**src/rtl/csr_file.sv**
```systemverilog
// Machine-mode CSR file: combinational EX reads, WB write commit, interrupt entry/mret and optional counters.
// Define CSR_COUNTERS_EN to build the mcycle/minstret counters and their user aliases.
module csr_file #(
    parameter logic [31:0] MTVEC_RESET = 32'h0001_0000,
    parameter logic [31:0] MEPC_RESET  = 32'h0000_0000
) (
    input  logic        clk,
    input  logic        rst,
    input  logic [11:0] EX_CSR_raddr,
    output logic [31:0] EX_CSR_rdata,
    input  logic        WB_CSRWrite,
    input  logic [11:0] WB_CSR_waddr,
    input  logic [31:0] WB_CSR_wdata,
    input  logic        WB_retire,
    input  logic        WB_mret,
    input  logic        ext_irq,
    input  logic        tmr_irq,
    output logic        irq_req,
    input  logic        irq_ack,
    input  logic [31:0] irq_pc,
    output logic [31:0] trap_pc,
    output logic [31:0] mret_pc
);

    localparam logic [11:0] ADDR_MSTATUS   = 12'h300;
    localparam logic [11:0] ADDR_MIE       = 12'h304;
    localparam logic [11:0] ADDR_MTVEC     = 12'h305;
    localparam logic [11:0] ADDR_MSCRATCH  = 12'h340;
    localparam logic [11:0] ADDR_MEPC      = 12'h341;
    localparam logic [11:0] ADDR_MCAUSE    = 12'h342;
    localparam logic [11:0] ADDR_MIP       = 12'h344;
    localparam logic [11:0] ADDR_MCYCLE    = 12'hB00;
    localparam logic [11:0] ADDR_MINSTRET  = 12'hB02;
    localparam logic [11:0] ADDR_MCYCLEH   = 12'hB80;
    localparam logic [11:0] ADDR_MINSTRETH = 12'hB82;
    localparam logic [11:0] ADDR_CYCLE     = 12'hC00;
    localparam logic [11:0] ADDR_INSTRET   = 12'hC02;
    localparam logic [11:0] ADDR_CYCLEH    = 12'hC80;
    localparam logic [11:0] ADDR_INSTRETH  = 12'hC82;

    localparam logic [31:0] CAUSE_EXT = {1'b1, 31'd11};
    localparam logic [31:0] CAUSE_TMR = {1'b1, 31'd7};

    logic        mie_bit_q,  mie_bit_d;
    logic        mpie_bit_q, mpie_bit_d;
    logic        meie_q,     meie_d;
    logic        mtie_q,     mtie_d;
    logic        meip_q,     mtip_q;
    logic [31:2] mtvec_q,    mtvec_d;
    logic [31:0] mscratch_q, mscratch_d;
    logic [31:2] mepc_q,     mepc_d;
    logic [31:0] mcause_q,   mcause_d;

    logic        ext_pend;
    logic        tmr_pend;
    logic        take_irq;
    logic        wr_mstatus, wr_mie, wr_mtvec, wr_mscratch, wr_mepc, wr_mcause;

    assign ext_pend = meip_q & meie_q;
    assign tmr_pend = mtip_q & mtie_q;
    assign irq_req  = mie_bit_q & (ext_pend | tmr_pend);
    assign take_irq = irq_ack & irq_req;

    assign trap_pc = {mtvec_q, 2'b00};
    assign mret_pc = {mepc_q, 2'b00};

    assign wr_mstatus  = WB_CSRWrite && (WB_CSR_waddr == ADDR_MSTATUS);
    assign wr_mie      = WB_CSRWrite && (WB_CSR_waddr == ADDR_MIE);
    assign wr_mtvec    = WB_CSRWrite && (WB_CSR_waddr == ADDR_MTVEC);
    assign wr_mscratch = WB_CSRWrite && (WB_CSR_waddr == ADDR_MSCRATCH);
    assign wr_mepc     = WB_CSRWrite && (WB_CSR_waddr == ADDR_MEPC);
    assign wr_mcause   = WB_CSRWrite && (WB_CSR_waddr == ADDR_MCAUSE);

    // Priority on mstatus/mepc/mcause: trap entry, then mret, then CSR write.
    always_comb begin
        mie_bit_d  = mie_bit_q;
        mpie_bit_d = mpie_bit_q;
        mepc_d     = mepc_q;
        mcause_d   = mcause_q;
        if (take_irq) begin
            mpie_bit_d = mie_bit_q;
            mie_bit_d  = 1'b0;
            mepc_d     = irq_pc[31:2];
            mcause_d   = ext_pend ? CAUSE_EXT : CAUSE_TMR;
        end else begin
            if (WB_mret) begin
                mie_bit_d  = mpie_bit_q;
                mpie_bit_d = 1'b1;
            end else if (wr_mstatus) begin
                mie_bit_d  = WB_CSR_wdata[3];
                mpie_bit_d = WB_CSR_wdata[7];
            end
            if (wr_mepc) begin
                mepc_d = WB_CSR_wdata[31:2];
            end
            if (wr_mcause) begin
                mcause_d = WB_CSR_wdata;
            end
        end
    end

    always_comb begin
        meie_d     = meie_q;
        mtie_d     = mtie_q;
        mtvec_d    = mtvec_q;
        mscratch_d = mscratch_q;
        if (wr_mie) begin
            meie_d = WB_CSR_wdata[11];
            mtie_d = WB_CSR_wdata[7];
        end
        if (wr_mtvec) begin
            mtvec_d = WB_CSR_wdata[31:2];
        end
        if (wr_mscratch) begin
            mscratch_d = WB_CSR_wdata;
        end
    end

    always_ff @(posedge clk or posedge rst) begin
        if (rst) begin
            mie_bit_q  <= 1'b0;
            mpie_bit_q <= 1'b0;
            meie_q     <= 1'b0;
            mtie_q     <= 1'b0;
            meip_q     <= 1'b0;
            mtip_q     <= 1'b0;
            mtvec_q    <= MTVEC_RESET[31:2];
            mscratch_q <= 32'h0;
            mepc_q     <= MEPC_RESET[31:2];
            mcause_q   <= 32'h0;
        end else begin
            mie_bit_q  <= mie_bit_d;
            mpie_bit_q <= mpie_bit_d;
            meie_q     <= meie_d;
            mtie_q     <= mtie_d;
            meip_q     <= ext_irq;
            mtip_q     <= tmr_irq;
            mtvec_q    <= mtvec_d;
            mscratch_q <= mscratch_d;
            mepc_q     <= mepc_d;
            mcause_q   <= mcause_d;
        end
    end

`ifdef CSR_COUNTERS_EN
    logic [63:0] mcycle_q,   mcycle_d;
    logic [63:0] minstret_q, minstret_d;
    logic        wr_mcycle_lo, wr_mcycle_hi, wr_minstret_lo, wr_minstret_hi;

    assign wr_mcycle_lo   = WB_CSRWrite && (WB_CSR_waddr == ADDR_MCYCLE);
    assign wr_mcycle_hi   = WB_CSRWrite && (WB_CSR_waddr == ADDR_MCYCLEH);
    assign wr_minstret_lo = WB_CSRWrite && (WB_CSR_waddr == ADDR_MINSTRET);
    assign wr_minstret_hi = WB_CSRWrite && (WB_CSR_waddr == ADDR_MINSTRETH);

    // A write to either half replaces that half and skips this cycle's increment.
    always_comb begin
        mcycle_d = mcycle_q + 64'd1;
        if (wr_mcycle_lo) begin
            mcycle_d = {mcycle_q[63:32], WB_CSR_wdata};
        end else if (wr_mcycle_hi) begin
            mcycle_d = {WB_CSR_wdata, mcycle_q[31:0]};
        end
    end

    always_comb begin
        minstret_d = minstret_q;
        if (wr_minstret_lo) begin
            minstret_d = {minstret_q[63:32], WB_CSR_wdata};
        end else if (wr_minstret_hi) begin
            minstret_d = {WB_CSR_wdata, minstret_q[31:0]};
        end else if (WB_retire) begin
            minstret_d = minstret_q + 64'd1;
        end
    end

    always_ff @(posedge clk or posedge rst) begin
        if (rst) begin
            mcycle_q   <= 64'h0;
            minstret_q <= 64'h0;
        end else begin
            mcycle_q   <= mcycle_d;
            minstret_q <= minstret_d;
        end
    end
`else
    logic unused_retire;
    assign unused_retire = WB_retire;
`endif

    logic unused_low_bits;
    assign unused_low_bits = ^{irq_pc[1:0]};

    always_comb begin
        EX_CSR_rdata = 32'h0;
        case (EX_CSR_raddr)
            ADDR_MSTATUS:   EX_CSR_rdata = {19'h0, 2'b11, 3'b000, mpie_bit_q, 3'b000, mie_bit_q, 3'b000};
            ADDR_MIE:       EX_CSR_rdata = {20'h0, meie_q, 3'b000, mtie_q, 7'h0};
            ADDR_MIP:       EX_CSR_rdata = {20'h0, meip_q, 3'b000, mtip_q, 7'h0};
            ADDR_MTVEC:     EX_CSR_rdata = {mtvec_q, 2'b00};
            ADDR_MSCRATCH:  EX_CSR_rdata = mscratch_q;
            ADDR_MEPC:      EX_CSR_rdata = {mepc_q, 2'b00};
            ADDR_MCAUSE:    EX_CSR_rdata = mcause_q;
`ifdef CSR_COUNTERS_EN
            ADDR_MCYCLE,
            ADDR_CYCLE:     EX_CSR_rdata = mcycle_q[31:0];
            ADDR_MCYCLEH,
            ADDR_CYCLEH:    EX_CSR_rdata = mcycle_q[63:32];
            ADDR_MINSTRET,
            ADDR_INSTRET:   EX_CSR_rdata = minstret_q[31:0];
            ADDR_MINSTRETH,
            ADDR_INSTRETH:  EX_CSR_rdata = minstret_q[63:32];
`endif
            default:        EX_CSR_rdata = 32'h0;
        endcase
    end

endmodule

```
**config.mk**
```make
export PLATFORM = sky130hd
export DESIGN_NAME = csr_file
export DESIGN_NICKNAME = d
export VERILOG_FILES = /design/src/rtl/csr_file.sv
export SDC_FILE = /design/constraint.sdc
export NUM_CORES = 1
export LEC_CHECK = 0
export CAP_MARGIN = 25
export CORE_ASPECT_RATIO = 1.1
export CORE_MARGIN = 2
export CORE_UTILIZATION = 36
export DETAILED_ROUTE_END_ITERATION = 7
export DONT_BUFFER_PORTS = 1
export SLEW_MARGIN = 10
export SYNTH_ARGS = -nofsm -noshare
export SYNTH_HDL_FRONTEND = slang
export SYNTH_SLANG_ARGS = --single-unit
```
**constraint.sdc**
```tcl
create_clock -name clk -period 7.8 [get_ports clk]
set_clock_uncertainty 0.15 [all_clocks]
set_input_delay 2.34 -clock clk [delete_from_list [all_inputs] [get_ports clk]]
set_output_delay 2.34 -clock clk [all_outputs]
set_load 0.01 [all_outputs]
```
Word level (Yosys, flattened, before mapping):

Index checks and enable logic that the tools add are counted.

* register bits after elaboration: 130
* bits in latches: 0
* bits in writable memories: 0
* bits in read-only memories: 0
* bits of input ports: 96
* output and inout bits: 97
* word-level logic and storage cells: 49
* memories kept: 0

* $add $sub $neg: 0
* multipliers: 0
* divide/modulo/power cells: 0
* order comparisons: 0
* equality and inequality tests: 13
* shifts and indexed selects: 0
* mux-type cells: 12
* bitwise gates (word level): 5
* reductions and logical operators: 9

Operators by type and width (number)
* one-hot mux 32 bit (7 select lines): 1
* equality test 12 x 10 -> 1 bit (second input constant): 13
* two-way mux 32 bit: 2
* two-way mux 30 bit: 2
* logical AND 1 bit: 6
* two-way mux 1 bit: 6
* AND 1 bit: 4
* two-way mux 4 bit: 1
* nonzero test 2 bit: 2
* nonzero test 3 bit: 1
* OR 1 bit: 1

Depth between registers and ports, before layout:

Gate-level depths: netlist (run 1).

* word-level depth: 5
* gate-level depth with buffers: 7
* gate-level depth less buffers: 4

Worst setup path before layout (run 1):

Ideal clock, no wire load.

* kind: input-to-output
* start point: in EX_CSR_raddr[2]
* end point: out EX_CSR_rdata[18]
* arrival time: 3.793 ns
* data required time: 5.310 ns
* slack: 1.517 ns
* stages on the path: 6
* buffers on the path: 3
* cells stage by stage: buf_2 -> or3b_4 -> buf_6 -> nor4_4 -> buf_6 -> a221o_1

* word-level cells in the longest chain between the ends: 2
* elaborated cells on any way between the ends: 8
* those cells by class: 7 x eq/ne; 1 x mux

Ends and longest elaborated chain
* start: declaration: RTL line 9 `input logic [11:0] EX_CSR_raddr,`
* equality test 12 x 10 -> 1 bit: RTL line 195 `case (EX_CSR_raddr)`
* one-hot mux 32 bit (7 select lines) *: RTL line 195
* end: declaration: RTL line 10 `output logic [31:0] EX_CSR_rdata,`

Mark *: on every way between the ends. The rest lies on a longest branch, timed or not.

Final worst setup path (run 1):

* start point: in EX_CSR_raddr[5]
* end point: out EX_CSR_rdata[13]

Same word-level chain as after synthesis.

==> qor.yml, run 1 <==
floorplan:
  die_area_um2: 18700
  ios: 193
  die_x_um: 131
  initial_core_util: 0.370
  core_area_um2: 17100
  die_h_um: 143
  rows: 50
synthesis:
  synth-seq-area-share: 0.513
  synth.distinct_cells: 50
  synth_area_per_cell_um2: 10.1
  synthesis.area_um2: 6340
  async_flop_share: 1.00
  yosys_warnings: 0
  synth_area_leaders: "dfrtp_1 51%, mux2_1 11%, nand2_1 9.1%"
  syn-instance-count: 631
  synth_ff_type: "dfrtp_1"
  yosysMostFrequentCell: "nand2_1"
  synth.largest_area_cell: "dfrtp_1"
  synth_edf_count: 0
  ys_ff_latch: 130
  yosys.area.top_type_share: 0.509
  ys_top_cells_by_count: "153 x nand2_1, 129 x dfrtp_1, 62 x mux2_1, 40 x nor2_1, 33 x a31oi_1"
global_routing:
  grt_max_degree: 70
  grt_overflow: 0
  antenna_found_initial: 0
  grt_pass1_vias: 5207
  gr-usage-all-layers: 0.215
  grt_pass1_wl_um: 29800
critical_path:
  critPathLaunchType: "input port"
  cp_cell_sequence: "or3_1 > or2_1 > nor3_1 > a221o_1"
  worstRegToRegCells: 5
  worstPathMaxFanout: 15
  rrSetupSlack_ns: 5.89
  required_ns: 5.31
  crit_type: "input port to primary output"
  critPathArrivalTime_ns: 4.09
  critical_path.max_stage_delay_ns: 0.62
  reg2reg_from: "meip_q"
  timing.rr.end: "mepc_q[20]"
  slowest_stage: "or2_1"
  cp-end-kind: "primary output"
cells_and_area:
  design_area_um2: 7050
  final_nets: 710
  drive_gt1_frac: 0.0928
  fillCellCount: 1698
  antenna_cells: 0
  syn_to_final_growth_pct: 11.2
timing:
  setup_ws_ns: 1.22
  report.final.slew_viol_count: 0
  period_needed_ns: 6.58
  setup_viol: 0
  period_share: 0.844
  worst_slew_pin_slew_ns: 0.999
  fmaxAchievable_mhz: 152
  slew_headroom: 0.325
  timing.setup.tns_ns: 0
  hold_viol: 0
  rsz0062_at_grt: "no"
cts:
  ctsHoldBuffers: 0
  cts_sinks: 130
  htree_levels: 4
  cts.reportedPaths.clkPinSlew_ns: 0.05
  cts-buffers-inserted: 17
  post_cts_resized: 0
  cts_buffer_depth: 2
  root_buffer: "clkbuf_16"
  post-cts-setup-buffers: 0
  cts_tree: "yes"
  clk_latency_ns: 0.41
placement:
  hpwl_um: 12400
  place_congestion: 0.871
  dpl_worst_slack_ns: 1.24
  placed_area_um2: 6500
  portBuffers: 0
drt:
  num_vias: 4930
  drt_iter0_drc: 367
  vias_per_cell: 5.74
  ant_nets: 0
  wire_per_inst_um: 22.9
  firstDrtPassIters: 7
  wirelength_um: 19700
  drc: 0
power:
  power.leakage_nw: 3.24
  ir_drop_v: 0.000135
  p_per_area_nw_per_um2: 213
hold_path:
  hold_depth: 1
  holdPathEnd: "mscratch_q[10]"
  hp-start: "mscratch_q[10]"
  hp-class: "register to register"
run_status:
  status: "completed"
flow_run:
  cap_violations: 0
-- where the power goes --
group / leakage [nW] / internal [mW] / switching (mW) / total, mW
combinational: 1.18 / 0.0149 / 0.0315 / 0.0464
sequential: 1.79 / 0.689 / 0.0185 / 0.707
clock: 0.269 / 0.467 / 0.279 / 0.746
-- worst max path at each step --
| stage | slack [ns] | cells past startpoint | from | to |
|---|---|---|---|---|
| floorplan | 1.52 | 6 | EX_CSR_raddr[2] | EX_CSR_rdata[18] |
| global placement | 1.23 | 4 | EX_CSR_raddr[5] | EX_CSR_rdata[13] |
| detailed placement | 1.24 | 4 | EX_CSR_raddr[5] | EX_CSR_rdata[2] |
| CTS | 1.22 | 4 | EX_CSR_raddr[5] | EX_CSR_rdata[13] |
| global route | 1.16 | 4 | EX_CSR_raddr[5] | EX_CSR_rdata[2] |
| finish | 1.22 | 4 | EX_CSR_raddr[5] | EX_CSR_rdata[13] |
-- critical path: cells and delay by family --
kind            cells  cell delay (ns)
compound gates      1             0.21
simple gates        3             1.52
-- cell families after synthesis --
logic type             Yosys count  synth area share
other                            1          0.000591
AOI/OAI and AO/OA              116             0.129
and+or+nand+nor                260             0.193
muxes                           69             0.122
buffers and inverters           55            0.0428
DFF                            130             0.513
-- state kept, by name, indices dropped and copies added, names as in the netlist --
register / count
mcause_q: 32
mscratch_q: 32
mepc_q: 30
mtvec_q: 30
meie_q: 1
meip_q: 1
mie_bit_q: 1
mpie_bit_q: 1
mtie_q: 1
mtip_q: 1
-- routing by layer --
metal  track usage  share of wire  vias up
met5             0              0        -
met3        0.0543          0.061       23
met1         0.259           0.41     2492
met2         0.376           0.52      204
met4        0.0683          0.017        0
li1              -              -     2211
-- cell usage in the layout, fill, tap and decap left out, types with 14 or more instances in the layout --
| master | instances |
|---|---|
| a22oi_1 | 21 |
| nor3_1 | 15 |
| clkbuf_16 | 17 |
| mux2_1 | 62 |
| dfrtp_1 | 129 |
| a21oi_1 | 28 |
| nand2_1 | 153 |
| nor2_1 | 40 |
| buf_4 | 14 |
| a31oi_1 | 33 |
-- per-stage QoR --
stage	hold slack [ns]	util	power, mW	cells
4_1_cts	0.344	0.411	1.52	859
5_1_grt	0.351	0.411	1.56	859
3_3_place_gp	0.322	0.379	0.764	829
3_5_place_dp	0.331	0.379	0.767	829
6_report	0.342	0.411	1.50	859
2_1_floorplan	0.310	-	0.756	634
-- final cells by class --
class,count,area (um2),area share
Tap cell,234,293,0.0415
Timing Repair Buffer,14,105,0.0149
Clock inverter,5,52.6,0.00745
Sequential cell,130,3250,0.461
Multi-Input combinational cell,449,2840,0.403
Inverter,2,12.5,0.00177
Clock buffer,25,495,0.0703
Power figures use the tool's default switching activity.
==> run 2: changes to the inputs <==
- clock period: 7.8 -> 5.45 ns (I/O delays scaled with it)
==> run 2 against run 1 <==
Effect of this change:
- cell area is 1.9% higher
- clock power is 64% higher
- global-route usage is 0.19 points higher
- sequential power is 43% higher
- first-iteration DRC count is 5.7% lower
- final cell count is 0.47% higher
- core utilization is 0.79 points higher
- critical endpoint is now EX_CSR_rdata[15]
==> qor.yml, run 2 (synthesis results as in run 1) <==
power:
  power.leakage_nw: 3.30  # was 3.24 nW
  p_per_area_nw_per_um2: 320  # was 213 nW/um2
  ir_drop_v: 0.000191  # was 0.000135 V
critical_path:
  crit_type: "input port to primary output"  # unchanged
  critical_path.max_stage_delay_ns: 0.62  # about the same
  slowest_stage: "or2_1"  # unchanged
  critPathBufInv: 0  # unchanged
  required_ns: 3.67  # was 5.31 ns
  reg2reg_from: "meie_q"  # was meip_q
  cp_cell_sequence: "or3_1 > or2_1 > nor3_1 > a221o_1"  # unchanged
  rrSetupSlack_ns: 3.26  # was 5.89 ns
  cp_top_family: "simple AND/OR/NAND/NOR gates"  # unchanged
  cp-end-kind: "primary output"  # unchanged
  critPathArrivalTime_ns: 3.39  # was 4.09 ns
  timing.rr.end: "mepc_q[5]"  # was mepc_q[20]
  worstPathMaxFanout: 15  # unchanged
  critPathLaunchType: "input port"  # unchanged
  worstRegToRegCells: 5  # unchanged
timing:
  slew_headroom: 0.297  # was 0.325
  fmaxAchievable_mhz: 193
  worst_slew_pin_slew_ns: 1.04  # was 0.999 ns
  period_share: 0.950
  period_needed_ns: 5.18
  setup_viol: 0  # unchanged
  timing.setup.tns_ns: 0  # unchanged
  hold_viol: 0  # unchanged
  report.final.slew_viol_count: 0  # unchanged
  hold_slack_ns: 0.340  # was 0.342 ns
  rsz0062_at_grt: "no"  # unchanged
placement:
  placed_area_um2: 6530  # was 6500 um2
  hpwl_um: 12600  # was 12400 um
  portBuffers: 0  # unchanged
  place_congestion: 0.867  # was 0.871
cts:
  post_cts_resized: 0  # unchanged
  cts_buffer_depth: 2  # unchanged
  clk_latency_ns: 0.41  # about the same
  htree_levels: 4  # unchanged
  cts-buffers-inserted: 17  # unchanged
  cts_tree: "yes"  # unchanged
  post-cts-setup-buffers: 0  # unchanged
  root_buffer: "clkbuf_16"  # unchanged
  cts.reportedPaths.clkPinSlew_ns: 0.05  # about the same
  cts_sinks: 130  # unchanged
  ctsHoldBuffers: 0  # unchanged
drt:
  firstDrtPassIters: 7  # unchanged
  num_vias: 5082  # was 4930
  routed.top_layer: "met4"  # unchanged
  wl_met3_um: 1330  # was 1200 um
  ant_nets: 0  # unchanged
  drc: 0  # unchanged
  wirelength_met1_um: 7970  # was 7980 um
  wirelength_um: 19700  # about the same
  drt_iter0_drc: 346  # was 367
  route.met2.wl_um: 9930  # was 10200 um
  vias_per_cell: 5.89  # was 5.74
  wire_per_inst_um: 22.8  # was 22.9 um
cells_and_area:
  syn_to_final_growth_pct: 13.3  # was 11.2%
  reg_top3: "mcause_q: 32 flops, mscratch_q: 32 flops"  # unchanged
  fin_util: 0.419  # was 0.411
  layout_commonest_cell: "nand2_1"  # unchanged
  drive_gt1_frac: 0.102  # was 0.0928
  final_nets: 713  # was 710
  antenna_cells: 0  # unchanged
  design_area_um2: 7190  # was 7050 um2
  layout_common_cells: "153 x nand2_1, 129 x dfrtp_1, 62 x mux2_1"  # unchanged
floorplan:
  core_area_um2: 17100  # unchanged
  die_area_um2: 18700  # unchanged
  die_h_um: 143  # unchanged
  ios: 193  # unchanged
  die_x_um: 131  # unchanged
  rows: 50  # unchanged
  initial_core_util: 0.370  # unchanged
global_routing:
  grt_max_degree: 106  # was 70
  antenna_found_initial: 0  # unchanged
  grt_overflow: 0  # unchanged
  grt_pass1_wl_um: 30100  # was 29800 um
  grt_pass1_vias: 5186  # was 5207
  gr-usage-all-layers: 0.217  # was 0.215
hold_path:
  hold_depth: 1  # unchanged
  holdPathEnd: "mscratch_q[21]"  # was mscratch_q[10]
  hp-start: "mscratch_q[21]"  # was mscratch_q[10]
  hp-class: "register to register"  # unchanged
flow_run:
  cap_violations: 0  # unchanged
run_status:
  status: "completed"  # unchanged
[run 2: cell count changes in the layout (fill, tap and decap cells not counted)]
cell | before | now
clkinv_2 | 3 | 2
buf_4 | 14 | 15
clkbuf_1 | 4 | 2
bufinv_16 | 1 | 4
clkinv_4 | 0 | 1
buf_12 | 0 | 1
clkinvlp_4 | 1 | 2
buf_16 | 0 | 1
clkbuf_8 | 4 | 3
[run 2: layout make-up]
class | count | area (um2)
fill | 1690 | 9950
sequential | 130 | 3250
multi-input combinational | 449 | 2840
clock buffer | 22 | 474
tap | 234 | 293
timing repair buffer | 17 | 160
clock inverter | 9 | 154
inverter | 2 | 12.5
[run 2: routing by layer]
metal / GRT usage / vias up
met3: 0.0581 / 31
met1: 0.268 / 2586
met4: 0.0745 / 0
met5: 0 / -
li1: - / 2226
met2: 0.366 / 239
[run 2: per-stage QoR]
stage	instances	setup slack, ns	total power, mW
after floorplan	634	0.197	1.08
after global placement	831	0.286	1.10
after detailed placement	831	0.285	1.10
after CTS	862	0.263	2.33
after global routing	863	0.187	2.39
final	863	0.274	2.30
[run 2: worst max path at each step]
stage | startpoint | cells after the start | end
after detailed placement | EX_CSR_raddr[5] | 4 | EX_CSR_rdata[20]
after global placement | EX_CSR_raddr[5] | 4 | EX_CSR_rdata[13]
final | EX_CSR_raddr[5] | 4 | EX_CSR_rdata[15]
after global routing | EX_CSR_raddr[5] | 4 | EX_CSR_rdata[18]
after CTS | EX_CSR_raddr[5] | 4 | EX_CSR_rdata[15]
after floorplan | rst | 1 | mcause_q[0]
[run 2: report_power, final]
| part | internal, mW | switching, mW | total (mW) |
|---|---|---|---|
| sequential | 0.985 | 0.0267 | 1.01 |
| clock | 0.799 | 0.419 | 1.22 |
| combinational | 0.0243 | 0.0458 | 0.0701 |
==> run 3: changes to the inputs <==
- PLACE_DENSITY: not set -> 0.52
==> run 3 against run 2 <==
Effect of this change:
- hold slack worse by 0.0022 ns
- flip-flop and latch count did not move
- clock-buffer cell count fell by 2
- critical path depth unchanged
- final cell count grew 0.23%
- wire length up 0.34%
- clock power is 6% higher
==> qor.yml, run 3 (synthesis results as in run 1) <==
run_status:
  status: "completed"  # unchanged
hold_path:
  hp-class: "register to register"  # unchanged
placement:
  dpl_worst_slack_ns: 0.313  # was 0.285 ns
  placed_area_um2: 6540  # was 6530 um2
  portBuffers: 0  # unchanged
  place_congestion: 0.838  # was 0.867
  hpwl_um: 12600  # about the same
critical_path:
  crit_type: "input port to primary output"  # unchanged
  cp-end-kind: "primary output"  # unchanged
  critPathLaunchType: "input port"  # unchanged
  critPathArrivalTime_ns: 3.34  # was 3.39 ns
  worstPathMaxFanout: 15  # unchanged
  required_ns: 3.67  # about the same
drt:
  drt_iter0_drc: 311  # was 346
  wirelength_met1_um: 8050  # was 7970 um
  vias_per_cell: 5.80  # was 5.89
  drc: 0  # unchanged
  wire_per_inst_um: 22.8  # about the same
  firstDrtPassIters: 5  # was 7
  wl_met3_um: 1420  # was 1330 um
  route.met2.wl_um: 9790  # was 9930 um
  ant_nets: 0  # unchanged
  routed.top_layer: "met4"  # unchanged
  wirelength_um: 19700  # about the same
  num_vias: 5014  # was 5082
cells_and_area:
  layout_commonest_cell: "nand2_1"  # unchanged
  reg_top3: "mcause_q: 32 flops, mscratch_q: 32 flops"  # unchanged
  syn_to_final_growth_pct: 13.7  # was 13.3%
  final_nets: 714  # was 713
  layout_common_cells: "153 x nand2_1, 129 x dfrtp_1, 62 x mux2_1"  # unchanged
  antenna_cells: 0  # unchanged
  drive_gt1_frac: 0.103  # was 0.102
  design_area_um2: 7210  # was 7190 um2
timing:
  period_share: 0.941  # was 0.950
  report.final.slew_viol_count: 0  # unchanged
  hold_viol: 0  # unchanged
  rsz0062_at_grt: "no"  # unchanged
  setup_ws_ns: 0.324  # was 0.274 ns
  setup_viol: 0  # unchanged
  worst_slew_pin_slew_ns: 1.08  # was 1.04 ns
  fmaxAchievable_mhz: 195  # was 193 MHz
  period_needed_ns: 5.13  # was 5.18 ns
  slew_headroom: 0.269  # was 0.297
  timing.setup.tns_ns: 0  # unchanged
  hold_slack_ns: 0.338  # was 0.340 ns
floorplan:
  ios: 193  # unchanged
  die_h_um: 143  # unchanged
  die_area_um2: 18700  # unchanged
  core_area_um2: 17100  # unchanged
  rows: 50  # unchanged
  initial_core_util: 0.370  # unchanged
  die_x_um: 131  # unchanged
cts:
  cts_tree: "yes"  # unchanged
  cts_sinks: 130  # unchanged
  cts_buffer_depth: 2  # unchanged
  ctsHoldBuffers: 0  # unchanged
  clk_latency_ns: 0.41  # about the same
  htree_levels: 4  # unchanged
  post-cts-setup-buffers: 0  # unchanged
  post_cts_resized: 0  # unchanged
  cts.reportedPaths.clkPinSlew_ns: 0.06  # was 0.05 ns
  cts-buffers-inserted: 17  # unchanged
  root_buffer: "clkbuf_16"  # unchanged
global_routing:
  antenna_found_initial: 0  # unchanged
  grt_pass1_vias: 5162  # was 5186
  grt_max_degree: 96  # was 106
  grt_overflow: 0  # unchanged
  grt_pass1_wl_um: 29900  # was 30100 um
  gr-usage-all-layers: 0.216  # was 0.217
power:
  power.leakage_nw: 3.32  # was 3.30 nW
  ir_drop_v: 0.000198  # was 0.000191 V
  fin_total_pwr_mw: 2.37  # was 2.30 mW
  p_per_area_nw_per_um2: 329  # was 320 nW/um2
flow_run:
  cap_violations: 0  # unchanged
## run 3: cell count changes in the layout (fill, tap and decap cells not counted), sizes merged
cell / previous run / this run
buf: 17 / 18
bufinv: 4 / 5
clkbuf: 22 / 20
clkinv: 3 / 5
clkinvlp: 2 / 1
inv: 2 / 3
## run 3: final timing paths
path / from / end / slack (ns) / cells past startpoint
worst min register to register: mscratch_q[7] / mscratch_q[7] / 0.34 / 1
max in group asynchronous: rst / mscratch_q[7] / 3.00 / 2
worst max register to register: meie_q / mepc_q[22] / 3.27 / 5
min in group asynchronous: rst / mepc_q[29] / 1.08 / 1
worst max-delay path: EX_CSR_raddr[5] / EX_CSR_rdata[20] / 0.32 / 4
worst min-delay path: mscratch_q[7] / mscratch_q[7] / 0.34 / 1
## run 3: worst max-delay path, stage by stage
cell and delay [ns]:
or3_1 0.57, or2_1 0.60, nor3_1 0.30, a221o_1 0.23
## run 3: power by group
part	internal [mW]	switching, mW	leakage [nW]	total (mW)
registers	0.985	0.0266	1.79	1.01
logic	0.0225	0.0442	1.20	0.0668
clock network	0.851	0.443	0.327	1.29
## run 3: area by class of cell
type,instances,area (um2)
clock buffers,20,467
clock inverters,12,203
fillers,1678,9930
inverters,2,12.5
multi-input cells,449,2830
flip-flops and latches,130,3250
well taps,234,293
repair buffers,18,148
## run 3: per-layer routing
| layer | GRT usage | vias to the layer above |
|---|---|---|
| li1 | - | 2228 |
| met4 | 0.0873 | 0 |
| met5 | 0 | - |
| met3 | 0.0693 | 33 |
| met2 | 0.362 | 212 |
| met1 | 0.256 | 2541 |
## run 3: metrics by stage
step / util / instances
2_1_floorplan: - / 634
3_3_place_gp: 0.382 / 833
3_5_place_dp: 0.382 / 833
4_1_cts: 0.421 / 865
5_1_grt: 0.421 / 865
6_report: 0.421 / 865
